## src/rtl/tipi_pkg.sv

```systemverilog
// Shared constants and types for the TIPI TI-side register port.
package tipi_pkg;

  localparam logic [15:0] TIPI_RC_ADDR = 16'h5FF9;
  localparam logic [15:0] TIPI_RD_ADDR = 16'h5FFB;
  localparam logic [15:0] TIPI_TC_ADDR = 16'h5FFD;
  localparam logic [15:0] TIPI_TD_ADDR = 16'h5FFF;

  // Address (16) + data (8) + memen_n + we_n + dbin.
  localparam int SYNC_W = 27;

  typedef enum logic [1:0] {
    IDLE,
    ARMED,
    COMMIT,
    WAIT
  } wrState_t;

  typedef enum logic {
    TGT_TD,
    TGT_TC
  } target_t;

endpackage

```

## src/rtl/tipi_sync.sv

```systemverilog
// Two-flop synchronizer bank bringing the asynchronous TI bus into the card clock domain.
module tipi_sync
  import tipi_pkg::*;
#(
  parameter int W = SYNC_W
) (
  input  logic         i_clk,
  input  logic         i_reset_n,
  input  logic [W-1:0] i_async,
  output logic [W-1:0] o_sync
);

  logic [W-1:0] r_meta;
  logic [W-1:0] r_sync;

  always_ff @(posedge i_clk) begin
    if (!i_reset_n) begin
      r_meta <= '0;
      r_sync <= '0;
    end else begin
      r_meta <= i_async;
      r_sync <= r_meta;
    end
  end

  assign o_sync = r_sync;

endmodule

```

## src/rtl/tipi_ti_bus_regs.sv

```systemverilog
// TI-99/4A side of the TIPI card: filtered TI writes into TD/TC and registered
// TI reads of the MCU-owned RD/RC registers.
module tipi_ti_bus_regs
  import tipi_pkg::*;
#(
  parameter logic [15:0] RC_ADDR = TIPI_RC_ADDR,
  parameter logic [15:0] RD_ADDR = TIPI_RD_ADDR,
  parameter logic [15:0] TC_ADDR = TIPI_TC_ADDR,
  parameter logic [15:0] TD_ADDR = TIPI_TD_ADDR,
  parameter int          FILTER  = 2
) (
  input  logic        i_clk,
  input  logic        i_reset_n,
  input  logic [15:0] i_ti_a,
  input  logic [7:0]  i_ti_d_in,
  output logic [7:0]  o_ti_d_out,
  output logic        o_ti_d_oe,
  input  logic        i_ti_memen_n,
  input  logic        i_ti_we_n,
  input  logic        i_ti_dbin,
  input  logic        i_cru_en,
  input  logic [7:0]  i_rd,
  input  logic [7:0]  i_rc,
  output logic [7:0]  o_td,
  output logic [7:0]  o_tc,
  output logic        o_td_strobe,
  output logic        o_tc_strobe
);

  localparam int CNT_W = 3;

  logic [SYNC_W-1:0] w_syncIn;
  logic [SYNC_W-1:0] w_syncOut;
  logic [15:0]       w_addr;
  logic [7:0]        w_data;
  logic              w_memen_n;
  logic              w_we_n;
  logic              w_dbin;

  logic              w_hitW;
  logic              w_hitR;
  target_t           w_addrTarget;
  logic [15:0]       w_tgtAddr;

  wrState_t          r_state;
  wrState_t          w_stateNext;
  logic [CNT_W-1:0]  r_lowCount;
  logic [CNT_W-1:0]  w_countNext;
  logic              w_capture;
  logic              w_relatch;
  logic              w_commit;

  target_t           r_target;
  logic [7:0]        r_wrData;
  logic              r_weHighSeen;
  logic [7:0]        r_td;
  logic [7:0]        r_tc;
  logic              r_tdStrobe;
  logic              r_tcStrobe;
  logic              r_oe;
  logic [7:0]        r_dout;

  assign w_syncIn = {i_ti_a, i_ti_d_in, i_ti_memen_n, i_ti_we_n, i_ti_dbin};

  tipi_sync #(
    .W(SYNC_W)
  ) u_sync (
    .i_clk    (i_clk),
    .i_reset_n(i_reset_n),
    .i_async  (w_syncIn),
    .o_sync   (w_syncOut)
  );

  assign {w_addr, w_data, w_memen_n, w_we_n, w_dbin} = w_syncOut;

  assign w_hitW = i_cru_en && !w_memen_n && ((w_addr == TD_ADDR) || (w_addr == TC_ADDR));
  assign w_hitR = i_cru_en && !w_memen_n && w_dbin &&
                  ((w_addr == RD_ADDR) || (w_addr == RC_ADDR));

  assign w_addrTarget = (w_addr == TD_ADDR) ? TGT_TD : TGT_TC;
  assign w_tgtAddr    = (r_target == TGT_TD) ? TD_ADDR : TC_ADDR;

  // A write already in progress when reset releases must not be picked up,
  // so counting waits until we_n has been seen inactive at least once.
  always_comb begin
    w_stateNext = r_state;
    w_countNext = '0;
    w_capture   = 1'b0;
    w_relatch   = 1'b0;
    case (r_state)
      IDLE: begin
        if (w_hitW && !w_we_n && r_weHighSeen) begin
          if (r_lowCount == CNT_W'(FILTER)) begin
            w_stateNext = ARMED;
            w_capture   = 1'b1;
          end else begin
            w_countNext = r_lowCount + 1'b1;
          end
        end
      end
      ARMED: begin
        if (!i_cru_en) begin
          w_stateNext = IDLE;
        end else if (w_we_n) begin
          w_stateNext = COMMIT;
        end else if (w_addr != w_tgtAddr) begin
          w_stateNext = IDLE;
        end else begin
          w_relatch = 1'b1;
        end
      end
      COMMIT: begin
        w_stateNext = WAIT;
      end
      WAIT: begin
        if (w_memen_n || (w_addr != w_tgtAddr)) begin
          w_stateNext = IDLE;
        end
      end
      default: begin
        w_stateNext = IDLE;
      end
    endcase
  end

  assign w_commit = (r_state == ARMED) && (w_stateNext == COMMIT);

  always_ff @(posedge i_clk) begin
    if (!i_reset_n) begin
      r_state      <= IDLE;
      r_lowCount   <= '0;
      r_target     <= TGT_TD;
      r_wrData     <= 8'h00;
      r_weHighSeen <= 1'b0;
      r_td         <= 8'h00;
      r_tc         <= 8'h00;
      r_tdStrobe   <= 1'b0;
      r_tcStrobe   <= 1'b0;
    end else begin
      r_state      <= w_stateNext;
      r_lowCount   <= w_countNext;
      r_weHighSeen <= r_weHighSeen | w_we_n;
      if (w_capture) begin
        r_target <= w_addrTarget;
        r_wrData <= w_data;
      end else if (w_relatch) begin
        r_wrData <= w_data;
      end
      // Register and strobe change together on the ARMED->COMMIT edge.
      r_tdStrobe <= w_commit && (r_target == TGT_TD);
      r_tcStrobe <= w_commit && (r_target == TGT_TC);
      if (w_commit && (r_target == TGT_TD)) begin
        r_td <= r_wrData;
      end
      if (w_commit && (r_target == TGT_TC)) begin
        r_tc <= r_wrData;
      end
    end
  end

  always_ff @(posedge i_clk) begin
    if (!i_reset_n) begin
      r_oe   <= 1'b0;
      r_dout <= 8'h00;
    end else begin
      r_oe   <= w_hitR;
      r_dout <= w_hitR ? ((w_addr == RD_ADDR) ? i_rd : i_rc) : 8'h00;
    end
  end

  assign o_td        = r_td;
  assign o_tc        = r_tc;
  assign o_td_strobe = r_tdStrobe;
  assign o_tc_strobe = r_tcStrobe;
  assign o_ti_d_oe   = r_oe;
  assign o_ti_d_out  = r_dout;

endmodule

```

## config.mk

```make
export PLATFORM = sky130hd
export DESIGN_NAME = tipi_ti_bus_regs
export DESIGN_NICKNAME = d
export VERILOG_FILES = /design/src/rtl/tipi_pkg.sv /design/src/rtl/tipi_sync.sv /design/src/rtl/tipi_ti_bus_regs.sv
export SDC_FILE = /design/constraint.sdc
export NUM_CORES = 1
export LEC_CHECK = 0
export ABC_AREA = 0
export ABC_CLOCK_PERIOD_IN_PS = 4000
export CORE_AREA = 2 2 81 83
export CTS_CLUSTER_DIAMETER = 40
export DETAILED_ROUTE_END_ITERATION = 8
export DIE_AREA = 0 0 83 85
export HOLD_SLACK_MARGIN = 0.1
export PLACE_DENSITY = 0.83
export SLEW_MARGIN = 30
export SYNTH_ARGS = -nofsm -noshare
export SYNTH_HDL_FRONTEND = slang
export SYNTH_HIERARCHICAL = 1
export SYNTH_SLANG_ARGS = --single-unit
```

## constraint.sdc

```tcl
create_clock -name i_clk -period 4 [get_ports i_clk]
set_input_delay 1 -clock i_clk [delete_from_list [all_inputs] [get_ports i_clk]]
set_output_delay 1 -clock i_clk [all_outputs]
set_load 0.05 [all_outputs]
```

# After elaboration in Yosys (flattened, before gate mapping)
# Cells that the tools add are included.
# word_totals
in_bits,46
ff_bits,96
wordCells,66
output_inout_bits,27
# classes
addsub,1
reduce_logical,18
bitwise_logic,5
eq_ne,10
mux,19
# ops
cell,count
$eq 16x15->1 const B,4
$mux 8,3
$ne 16x15->1,1
$mux 2,7
$logic_and 1x1->1,9
$mux 1,8
$pmux 2 s4,1
$eq 2x2->1 const B,3
$not 1->1,4
$reduce_or 4->1,1
$add 3x1->3 const B,1
$eq 3x2->1 const B,1
$logic_or 1x1->1,3
$eq 2x1->1 const B,1
$logic_not 1->1,2
$logic_not 2->1,1
$reduce_and 2->1,1
$reduce_bool 2->1,1
$or 1x1->1,1

# Depth between registers and ports, before layout
# Gate-level depths: netlist of run 1.
# depth
ltp_word,10
ltp_mapped,7
ltp_nobuf,6

# Hierarchy
# Netlist of run 1, hierarchy kept.
# modules_own_cells
module,area_per_inst_um2,cells_each,n_inst,seq_area_each_um2
tipi_ti_bus_regs,1707.9,161,1,840.8
tipi_sync,1511.4,113,1,1081.0

# Least setup slack after synthesis of run 1
# OpenSTA, ideal clock, no wires.
# synth_timing
path_kind,input -> register
startpoint,input i_reset_n
endpoint,register r_dout[0] (netlist: o_ti_d_out[0])
setup_time_ns,0.059
setup_slack_ns,2.027
stages,5
n_path_buf,1
t_arrival_ns,1.913
path_cell_list,buf_2 and3b_1 nand4_4 nor3_4 a22o_1
# synth_via
elab_chain_len,1
# synth_lines
item,line_no,rtl
from (decl),tipi_ti_bus_regs.sv:13,"input logic i_reset_n,"
$reduce_and 2->1 (no source line),--,
to (signal assigned),tipi_ti_bus_regs.sv:167,r_dout <= w_hitR ? ((w_addr == RD_ADDR) ? i_rd : i_rc) : 8'h00;
to (decl),tipi_ti_bus_regs.sv:61,logic [7:0] r_dout;
# No other way between the ends.
# A chain may end at the register's enable or synchronous reset.

# Worst setup path in the final report of run 1
# layout_timing
startpoint,register r_td[3] (netlist: o_td[3])
endpoint,output o_td[3]
# layout_lines
item,line_no,rtl
from (decl),tipi_ti_bus_regs.sv:56,logic [7:0] r_td;
from (signal assigned),tipi_ti_bus_regs.sv:153,r_td <= r_wrData;
to (decl),tipi_ti_bus_regs.sv:24,"output logic [7:0] o_td,"
# No word-level cell between the ends.

==> results.md, run 1 <==
* Area occupied by multi-input gates at roughly 1200 µm²
* HPWL after DPL at approximately 3.8 mm
* Reg-to-reg slack, setup at about 2.3 ns
* Crit path buf inv count at 1
* Setup crit end kind: primary output
* Final slew viol count at 0
* Vias in the first global route at just over 2,000
* Fmax at 396 MHz
* Most common cell after layout, fill and taps aside: dfxtp_1
* Clock tree buffer depth at 2
* CTS resizes at 0
* Final WS setup at around 1.5 ns
* Cell Rows at 29
* Drt total wl at between 5 and 6 mm
* XOR/XNOR Fraction of Synth Area at less than 1%
* Main combinational cell family by area after synthesis: simple AND/OR/NAND/NOR gates
* Synth Net Count at between 300 and 400
* Share of layout cells above drive strength 1 at 23.9%
* Seq/Total Area, Yosys at 59.7%
* CORE AREA at just over 6000 µm²
* Pwr dens at 422 nW/µm²
* Family with the most delay on the worst path: buffers and inverters
* Synthesized-area fraction occupied by and/or/nand/nor cells at 25.0%
* GPL Wtd Cong at slightly above 0.9
* Actual slew at the worst max-slew pin at 0.640 ns
* Via count at approximately 2,000
* Status: complete, no violations
* Slew margin rel. at a little under three fifths
* Req. time, crit path at ~3.0 ns
* Post-synthesis compound-gate area fraction at about 3.6%
* Yosys cell types at 38
* Max incr delay on CP at approximately 0.81 ns
* First-pass GRT wire length at about 8.9 mm
* Synthesis Warnings at 6
* Setup TNS Final at 0 ns
* Pre-CTS WS at roughly 1.3 ns
* Multiplexer share of the synthesized area at around 7.5%
* Detailed-route vias per instance at 4.74
* Seq. cell area at roughly 1900 µm²
* Die width at 83 µm
* Hold Buf Count CTS at 0
* Max Cap Viol at 0
* Avg Inst Size Synth at around 12 µm²
* Overall die height at 85 µm
* Synth Area in Adders at less than 1%
* Slowest-stage cell, CP: clkdlybuf4s50_1
* Worst vdd ir at roughly 0.22 mV
* Async SR Flop Fraction at 0%
* CTS tree: yes
* Antenna diodes at 0
* Placed cell area at approximately 4000 µm²
* Area grow syn2layout at 30.9%
* Reg clk slew, reported paths at 0.09 ns
* Root buffer cell: clkbuf_8
* Clock Skews at approximately 0.011 ns
* Final Cycle Share at between 60% and 70%
* Data arrival, critical path at between 1.5 and 2 ns
* Yosys reg bits at 96
* Number of synthesized flops with an enable pin at 0
* Commonest cells after routing, fill and taps aside: dfxtp_1, clkdlybuf4s50_1, and2_2
* Mapped Cells at ~270
* Number of antenna violations at the first check in global routing at 0
* Worst min path class: reg -> reg
* Fin crit period at 2.53 ns
* Io pins at between 70 and 80
* Area of the die at ~7100 µm²
* Pin count of the biggest net entering global routing at 72
* PortBufs at 72
* Final nets at slightly below 400
* Initial Utilization at about half
* Clock Latency Late Sink at between 0.3 and 0.4 ns
* DRC Markers at 0
* Mapped cell area at 3220 µm²
* Leakage at approximately 0.0017 µW
* Crit Path Class: reg -> out
* Starting DRT DRC Count at roughly 130
* Crit-path cells: clkdlybuf4s50_1
* Setup Viol. Count Final at 0
* CTS sink count at 96
* Final ANT Viol Nets at 0
* CTS Buf Count at 9
* Critical path peak fanout at 2
* Setup bufs post-CTS at 0
* RSZ-0062 raised after global routing: no
* Post-route cell area at roughly 4200 µm²
* Clock H-tree levels at 3
* Startpoint types: flip-flop
* Congestion Overflow GR at 0
* Final hold vios at 0
* Drt first pass iters at 4
* Post-DR wirelength/cell at 12.6 µm
* Synth Flop Type: dfxtp_1
* Total GRT Usage at between 15 and 20%
* Fill cells at 461
-- cells in the mapped netlist, types with 2 or more instances --
| cell | n | area share, % |
|---|---|---|
| clkbuf_2 | 5 | 0.78 |
| nand2b_1 | 2 | 0.39 |
| and2_2 | 54 | 13 |
| buf_2 | 2 | 0.31 |
| dfxtp_1 | 96 | 60 |
| nor3_4 | 2 | 1.0 |
| clkbuf_1 | 3 | 0.35 |
| nor2_1 | 24 | 2.8 |
| a21oi_1 | 2 | 0.31 |
| inv_1 | 5 | 0.58 |
| ha_1 | 2 | 0.78 |
| and4_1 | 3 | 0.82 |
| nor3_1 | 3 | 0.47 |
| xnor2_1 | 2 | 0.54 |
| a22o_1 | 8 | 2.2 |
| nand2_1 | 16 | 1.9 |
| mux2i_1 | 24 | 7.5 |
-- power breakdown --
part           internal [µW]  switching (µW)  total (µW)
registers                981            8.61         989
clock network            373             331         704
logic                   59.3            25.1        84.3
-- cell families (layout without fill, tap and decap cells) --
family,count (synthesis),count (layout)
buffers and inverters,17,95
and+or+nand+nor,119,119
AOI/OAI and AO/OA,14,14
DFF,96,96
adders and majority gates,2,2
xor gates and xnor gates,2,2
muxes,24,24
-- sequential cells by signal (all words and copies together) (netlist names) --
name,flops
u_sync/r_meta,27
r_target,1
o_td_strobe,1
o_td,8
r_weHighSeen,1
r_state,2
r_lowCount,3
o_tc_strobe,1
r_wrData,8
o_ti_d_out,8
u_sync/o_sync,27
o_ti_d_oe,1
o_tc,8
-- worst paths after layout --
path | startpoint | endpoint | cells after the start
min | u_sync/o_sync[8] | r_wrData[5] | 2
min reg2reg | u_sync/o_sync[8] | r_wrData[5] | 2
max reg2reg | r_lowCount[0] | r_wrData[7] | 6
max | o_td[3] | o_td[3] | 1
-- per-stage QoR --
stage / std cells / total power, µW / hold slack [ns] / util [%]
2_1_floorplan: 274 / 1050 / 0.417 / -
3_3_place_gp: 413 / 1090 / 0.426 / 64.2
3_5_place_dp: 413 / 1100 / 0.431 / 64.3
4_1_cts: 429 / 1790 / 0.448 / 67.9
5_1_grt: 429 / 1840 / 0.460 / 67.9
6_report: 429 / 1780 / 0.440 / 67.9
-- worst min-delay path: stages, from the launching register on --
cell,delay (ns)
dfxtp_1,0.30
nand2_1,0.05
mux2i_1,0.06
-- metal layers --
layer,track usage [%],up-vias,wire length (µm)
met2,26.2,53,2570
met1,19.4,927,2520
li1,-,1042,-
met5,0,-,0
met3,3.89,13,208
met4,7.75,0,102
-- final cells by class --
type | count | area share, %
clock buffers | 10 | 3.27
inverters | 6 | 0.861
clock inverters | 6 | 2.14
repair buffers | 73 | 17.2
flip-flops and latches | 96 | 45.6
well taps | 77 | 2.29
multi-input cells | 161 | 28.7
Note: power is estimated with default switching activity, not from simulation.
==> run 2: changes to the inputs <==
--- a/config.mk
+++ b/config.mk
@@ -6,13 +6,13 @@
 export NUM_CORES = 1
 export LEC_CHECK = 0
 export ABC_AREA = 0
-export ABC_CLOCK_PERIOD_IN_PS = 4000
-export CORE_AREA = 2 2 81 83
+export ABC_CLOCK_PERIOD_IN_PS = 2400
+export CORE_AREA = 2 2 85 87
 export CTS_CLUSTER_DIAMETER = 40
 export DETAILED_ROUTE_END_ITERATION = 8
-export DIE_AREA = 0 0 83 85
+export DIE_AREA = 0 0 87 89
 export HOLD_SLACK_MARGIN = 0.1
-export PLACE_DENSITY = 0.83
+export PLACE_DENSITY = 0.76
 export SLEW_MARGIN = 30
 export SYNTH_ARGS = -nofsm -noshare
 export SYNTH_HDL_FRONTEND = slang
==> constraint.sdc (replaced) <==
create_clock -name i_clk -period 2.4 [get_ports i_clk]
set_input_delay 0.6 -clock i_clk [delete_from_list [all_inputs] [get_ports i_clk]]
set_output_delay 0.6 -clock i_clk [all_outputs]
set_load 0.05 [all_outputs]
==> results.md, run 2 (synthesized netlist as in run 1, its figures left out) <==
* Leakage at 0.00175 µW (about the same)
* Post-DR wirelength/cell at 11.8 µm (was 12.6 µm)
* Congestion Overflow GR at 0 (unchanged)
* Comb power frac at 4.9% (was 4.7%)
* Clock Latency Late Sink at 0.34 ns (was 0.35 ns)
* Final cell count without fillers at 434 (was 429)
* Max Cap Viol at 0 (unchanged)
* Critical path peak fanout at 2 (unchanged)
* Most common cell after layout, fill and taps aside: dfxtp_1 (unchanged)
* Slowest-stage cell, CP: clkdlybuf4s50_1 (unchanged)
* Req. time, crit path at 1.80 ns (was 3.00 ns)
* Drt first pass iters at 4 (unchanged)
* Data arrival, critical path at 1.52 ns (was 1.53 ns)
* Crit Path Class: reg -> out (unchanged)
* Fin crit period at 2.12 ns
* CTS resizes at 0 (unchanged)
* Overall die height at 89 µm (was 85 µm)
* Status: complete, no violations (unchanged)
* Initial Utilization at 47.9% (was 51.9%)
* Met3 wire len at 245 µm (was 208 µm)
* Setup TNS Final at 0 ns (unchanged)
* CORE AREA at 6720 µm² (was 6200 µm²)
* Reg power frac at 56.6% (was 55.7%)
* WL met2 at 2.47 mm (was 2.57 mm)
* Antenna diodes at 0 (unchanged)
* Setup bufs post-CTS at 0 (unchanged)
* Pin count of the biggest net entering global routing at 51 (was 72)
* Family with the most delay on the worst path: buffers and inverters (unchanged)
* Fmax at around 470 MHz
* Internal power at 2330 µW (was 1410 µW)
* Clock H-tree levels at 3 (unchanged)
* Commonest cells after routing, fill and taps aside: dfxtp_1, clkdlybuf4s50_1, and2_2 (unchanged)
* PortBufs at 72 (unchanged)
* CTS Buf Count at 9 (unchanged)
* Starting DRT DRC Count at 80 (was 131)
* DRC Markers at 0 (unchanged)
* Total GRT Usage at 14.3% (was 15.8%)
* GPL Wtd Cong at 0.761 (was 0.908)
* Final nets at 397 (was 395)
* First-pass GRT wire length at 8.54 mm (was 8.92 mm)
* Final slew viol count at 0 (unchanged)
* Detailed-route vias per instance at 4.62 (was 4.74)
* Final Cycle Share at between 80% and 90%
* Final WS setup at 0.278 ns (was 1.47 ns)
* CTS sink count at 96 (unchanged)
* Final hold vios at 0 (unchanged)
* Area grow syn2layout at 31.1% (was 30.9%)
* Worst vdd ir at 0.323 mV (was 0.219 mV)
* Pwr dens at 690 nW/µm² (was 422 nW/µm²)
* Die width at 87 µm (was 83 µm)
* Crit-path cells: clkdlybuf4s50_1 (unchanged)
* Hold Buf Count CTS at 0 (unchanged)
* Clock tree buffer depth at 2 (unchanged)
* Clock power share at 38.6% (was 39.6%)
* Setup crit end kind: primary output (unchanged)
* WL met1 at 2.38 mm (was 2.52 mm)
* Final ANT Viol Nets at 0 (unchanged)
* Highest routed metal layer: met4 (unchanged)
* Switching Share at 20.0% (was 20.5%)
* Cell Rows at 30 (was 29)
* Worst min path class: reg -> reg (unchanged)
* Pre-CTS WS at 0.175 ns (was 1.25 ns)
* Startpoint types: flip-flop (unchanged)
* Number of antenna violations at the first check in global routing at 0 (unchanged)
* HPWL after DPL at 3.73 mm (was 3.80 mm)
* Via count at 2,003 (was 2,035)
* Io pins at 73 (unchanged)
* Pwr Total at 2910 µW (was 1780 µW)
* Crit path buf inv count at 1 (unchanged)
* Clock Skews at 0.00845 ns (was 0.0106 ns)
* RSZ-0062 raised after global routing: no (unchanged)
* Area of the die at 7740 µm² (was 7060 µm²)
* Drt total wl at 5.14 mm (was 5.41 mm)
* Share of layout cells above drive strength 1 at 23.7% (was 23.9%)
* Max incr delay on CP at 0.82 ns (was 0.81 ns)
* Vias in the first global route at 1,953 (was 2,019)
* Slew margin rel. at 56.6% (was 57.3%)
* Reg clk slew, reported paths at 0.09 ns (about the same)
* Sw Pwr at 583 µW (was 365 µW)
* CTS tree: yes (unchanged)
* Root buffer cell: clkbuf_8 (unchanged)
* Cell count after placement at 418 (was 413)
* Actual slew at the worst max-slew pin at 0.650 ns (was 0.640 ns)
* Setup Viol. Count Final at 0 (unchanged)
[run 2: cell types whose count changed in the layout (fill, tap and decap cells not counted)]
cell | previous run | this run
clkinv_4 | 0 | 1
o2111ai_2 | 1 | 0
buf_4 | 1 | 3
clkinvlp_4 | 1 | 0
clkbuf_8 | 10 | 9
o2111ai_1 | 0 | 1
clkbuf_1 | 0 | 1
[run 2: path summary, 6_finish.rpt]
check / from / end / slack, ns / cells after the start
max reg2reg: r_lowCount[0] / r_wrData[2] / 0.84 / 7
max: o_td[7] / o_td[7] / 0.28 / 1
min: u_sync/o_sync[8] / r_wrData[5] / 0.44 / 2
min reg2reg: u_sync/o_sync[8] / r_wrData[5] / 0.44 / 2
[run 2: area by class of cell]
class	instances	area (µm²)
timing repair buffer	75	738
inverter	6	36.3
clock inverter	6	91.3
multi-input combinational	161	1200
clock buffer	10	128
fill	546	2500
tap	80	100
sequential	96	1920
[run 2: power by group through the flow]
stage          sequential (µW)  clock (µW)  combinational (µW)
5_1_grt                   1650        1220                 155
6_report                  1650        1120                 141
2_1_floorplan             1680           0                62.0
3_5_place_dp              1690           0                 143
3_3_place_gp              1680           0                 141
4_1_cts                   1650        1160                 144
[run 2: stage by stage]
| stage | hold WS (ns) | utilization, % | area, µm² |
|---|---|---|---|
| global placement | 0.425 | 59.5 | 4000 |
| finish | 0.440 | 62.8 | 4220 |
| global route | 0.459 | 62.8 | 4220 |
| CTS | 0.444 | 62.8 | 4220 |
| detailed placement | 0.432 | 59.5 | 4000 |
| floorplan | 0.417 | - | 3220 |
[run 2: per-layer routing]
metal / GRT usage, % / vias up
li1: - / 1046
met1: 17.8 / 906
met2: 21.9 / 46
met3: 4.25 / 5
met4: 8.38 / 0
met5: 0 / -
==> run 3: changes to the inputs <==
--- a/config.mk
+++ b/config.mk
@@ -7,12 +7,14 @@
 export LEC_CHECK = 0
 export ABC_AREA = 0
 export ABC_CLOCK_PERIOD_IN_PS = 2400
-export CORE_AREA = 2 2 85 87
+export CELL_PAD_IN_SITES_DETAIL_PLACEMENT = 1
+export CELL_PAD_IN_SITES_GLOBAL_PLACEMENT = 2
+export CORE_AREA = 2 2 104 106
 export CTS_CLUSTER_DIAMETER = 40
 export DETAILED_ROUTE_END_ITERATION = 8
-export DIE_AREA = 0 0 87 89
+export DIE_AREA = 0 0 106 108
 export HOLD_SLACK_MARGIN = 0.1
-export PLACE_DENSITY = 0.76
+export PLACE_DENSITY_LB_ADDON = 0.1
 export SLEW_MARGIN = 30
 export SYNTH_ARGS = -nofsm -noshare
 export SYNTH_HDL_FRONTEND = slang
==> results.md, run 3 (synthesized netlist as in run 1, its figures left out) <==
* Status: complete, no violations (unchanged)
* Final ANT Viol Nets at 0 (unchanged)
* Slew margin rel. at 54.7% (was 56.6%)
* CTS sink count at 96 (unchanged)
* Pwr dens at 694 nW/µm² (was 690 nW/µm²)
* Initial Utilization at 31.5% (was 47.9%)
* Fin crit period at 2.10 ns (was 2.12 ns)
* Slowest-stage cell, CP: clkdlybuf4s50_1 (unchanged)
* Starting DRT DRC Count at 56 (was 80)
* First-pass GRT wire length at 9.56 mm (was 8.54 mm)
* CTS Buf Count at 9 (unchanged)
* Number of antenna violations at the first check in global routing at 0 (unchanged)
* Actual slew at the worst max-slew pin at 0.679 ns (was 0.650 ns)
* Cell Rows at 37 (was 30)
* Hold wc startpoint: u_sync/o_sync[10] (was u_sync/o_sync[8])
* Congestion Overflow GR at 0 (unchanged)
* Fmax at 476 MHz (was 471 MHz)
* RSZ-0062 raised after global routing: no (unchanged)
* End of the worst hold path: r_wrData[7] (was r_wrData[5])
* Hold Buf Count CTS at 0 (unchanged)
* DRC Markers at 0 (unchanged)
* Data arrival, critical path at 1.50 ns (was 1.52 ns)
* Final slew viol count at 0 (unchanged)
* Post-DR wirelength/cell at 12.0 µm (was 11.8 µm)
* Via count at 1,998 (was 2,003)
* Crit path buf inv count at 1 (unchanged)
* Die width at 106 µm (was 87 µm)
* Clock tree buffer depth at 2 (unchanged)
* Crit Path Class: reg -> out (unchanged)
* Io pins at 73 (unchanged)
* CTS resizes at 0 (unchanged)
* Leakage at 0.00175 µW (about the same)
* Crit Reg-Reg Startpoint: r_lowCount[0] (unchanged)
* Crit-path cells: clkdlybuf4s50_1 (unchanged)
* Max incr delay on CP at 0.81 ns (was 0.82 ns)
* CP startpoint: o_tc[5] (was o_td[7])
* Antenna diodes at 0 (unchanged)
* Setup bufs post-CTS at 0 (unchanged)
* PortBufs at 72 (unchanged)
* Clock H-tree levels at 3 (unchanged)
* Final nets at 396 (was 397)
* Vias in the first global route at 1,995 (was 1,953)
* Reg clk slew, reported paths at 0.09 ns (about the same)
* Worst vdd ir at 0.317 mV (was 0.323 mV)
* Detailed-route vias per instance at 4.10 (was 4.62)
* Pwr Total at 2970 µW (was 2910 µW)
* Req. time, crit path at 1.80 ns (about the same)
* Fill cells at 1,115 (was 546)
* Setup TNS Final at 0 ns (unchanged)
* CORE AREA at 10,200 µm² (was 6720 µm²)
* Share of layout cells above drive strength 1 at 23.1% (was 23.7%)
* Switching Share at 18.8% (was 20.0%)
* CTS tree: yes (unchanged)
* Drt first pass iters at 3 (was 4)
* Reg power frac at 55.4% (was 56.6%)
* Clock Latency Late Sink at 0.34 ns (about the same)
* Area of the die at 11,400 µm² (was 7740 µm²)
* Setup crit end kind: primary output (unchanged)
* RR Endpoint: r_wrData[0] (was r_wrData[2])
* Startpoint types: flip-flop (unchanged)
* Family with the most delay on the worst path: buffers and inverters (unchanged)
* Most common cell after layout, fill and taps aside: dfxtp_1 (unchanged)
* Final hold vios at 0 (unchanged)
* GPL Wtd Cong at 0.785 (was 0.761)
* Internal power at 2410 µW (was 2330 µW)
* Clock Skews at 0.0148 ns (was 0.00845 ns)
* HPWL after DPL at 4.21 mm (was 3.73 mm)
* Sw Pwr at 560 µW (was 583 µW)
* Total GRT Usage at 10.6% (was 14.3%)
* Reg-to-reg slack, setup at 0.82 ns (was 0.84 ns)
* Max Cap Viol at 0 (unchanged)
* Area grow syn2layout at 33.1% (was 31.1%)
* Overall die height at 108 µm (was 89 µm)
* Root buffer cell: clkbuf_8 (unchanged)
* Critical path peak fanout at 2 (unchanged)
* Drt total wl at 5.86 mm (was 5.14 mm)
* Clock power share at 39.8% (was 38.6%)
* Commonest cells after routing, fill and taps aside: dfxtp_1, clkdlybuf4s50_1, and2_2 (unchanged)
* Comb power frac at 4.7% (was 4.9%)
* Setup Viol. Count Final at 0 (unchanged)
* Worst reg2reg path depth at 7 (unchanged)
* Final Cycle Share at 87.6% (was 88.4%)
* Pin count of the biggest net entering global routing at 71 (was 51)
* Cell count of the worst hold path at 2 (unchanged)
* Worst min path class: reg -> reg (unchanged)
[run 3: cell types whose count changed in the layout (fill, tap and decap cells not counted)]
cell	before	now
buf_4	3	2
bufinv_16	2	3
clkinv_4	1	0
inv_6	2	0
[run 3: worst max path at each step]
stage                         end  slack, ns  cells past startpoint
floorplan           o_ti_d_out[0]       0.83                      5
global placement          o_tc[6]       0.22                      5
detailed placement        o_tc[2]       0.15                      5
CTS                       o_tc[5]       0.26                      1
global route              o_td[7]       0.23                      1
finish                    o_tc[5]       0.30                      1
[run 3: cell type report]
cell class | instances | area, µm² | share of cell area (%)
inverter | 6 | 36.3 | 0.847
sequential | 96 | 1920 | 44.8
tap | 136 | 170 | 3.97
multi-input combinational | 161 | 1200 | 28.1
timing repair buffer | 74 | 731 | 17.1
clock buffer | 10 | 128 | 2.98
clock inverter | 4 | 95.1 | 2.22
[run 3: power by group through the flow]
stage                     Combinational (µW)  Clock (µW)  Sequential, µW
after floorplan                         62.0           0            1680
after global placement                   142           0            1690
after detailed placement                 144           0            1690
after CTS                                145        1230            1650
after global routing                     155        1290            1650
final                                    141        1180            1650
[run 3: per-layer routing]
layer / GRT usage [%] / wire (µm) / up-vias
li1: - / - / 1042
met1: 13.8 / 2920 / 905
met2: 16.7 / 2610 / 44
met3: 3.25 / 261 / 7
met4: 3.95 / 68 / 0
met5: 0 / 0 / -
[run 3: per-stage QoR]
stage | cells | cell area [µm²] | hold slack [ns] | utilization (%) | setup slack (ns)
after floorplan | 274 | 3220 | 0.417 | - | 0.827
after global placement | 473 | 4060 | 0.428 | 39.7 | 0.221
after detailed placement | 473 | 4060 | 0.431 | 39.7 | 0.146
after CTS | 487 | 4290 | 0.433 | 41.9 | 0.262
after global routing | 487 | 4290 | 0.451 | 41.9 | 0.226
final | 487 | 4290 | 0.437 | 41.9 | 0.299
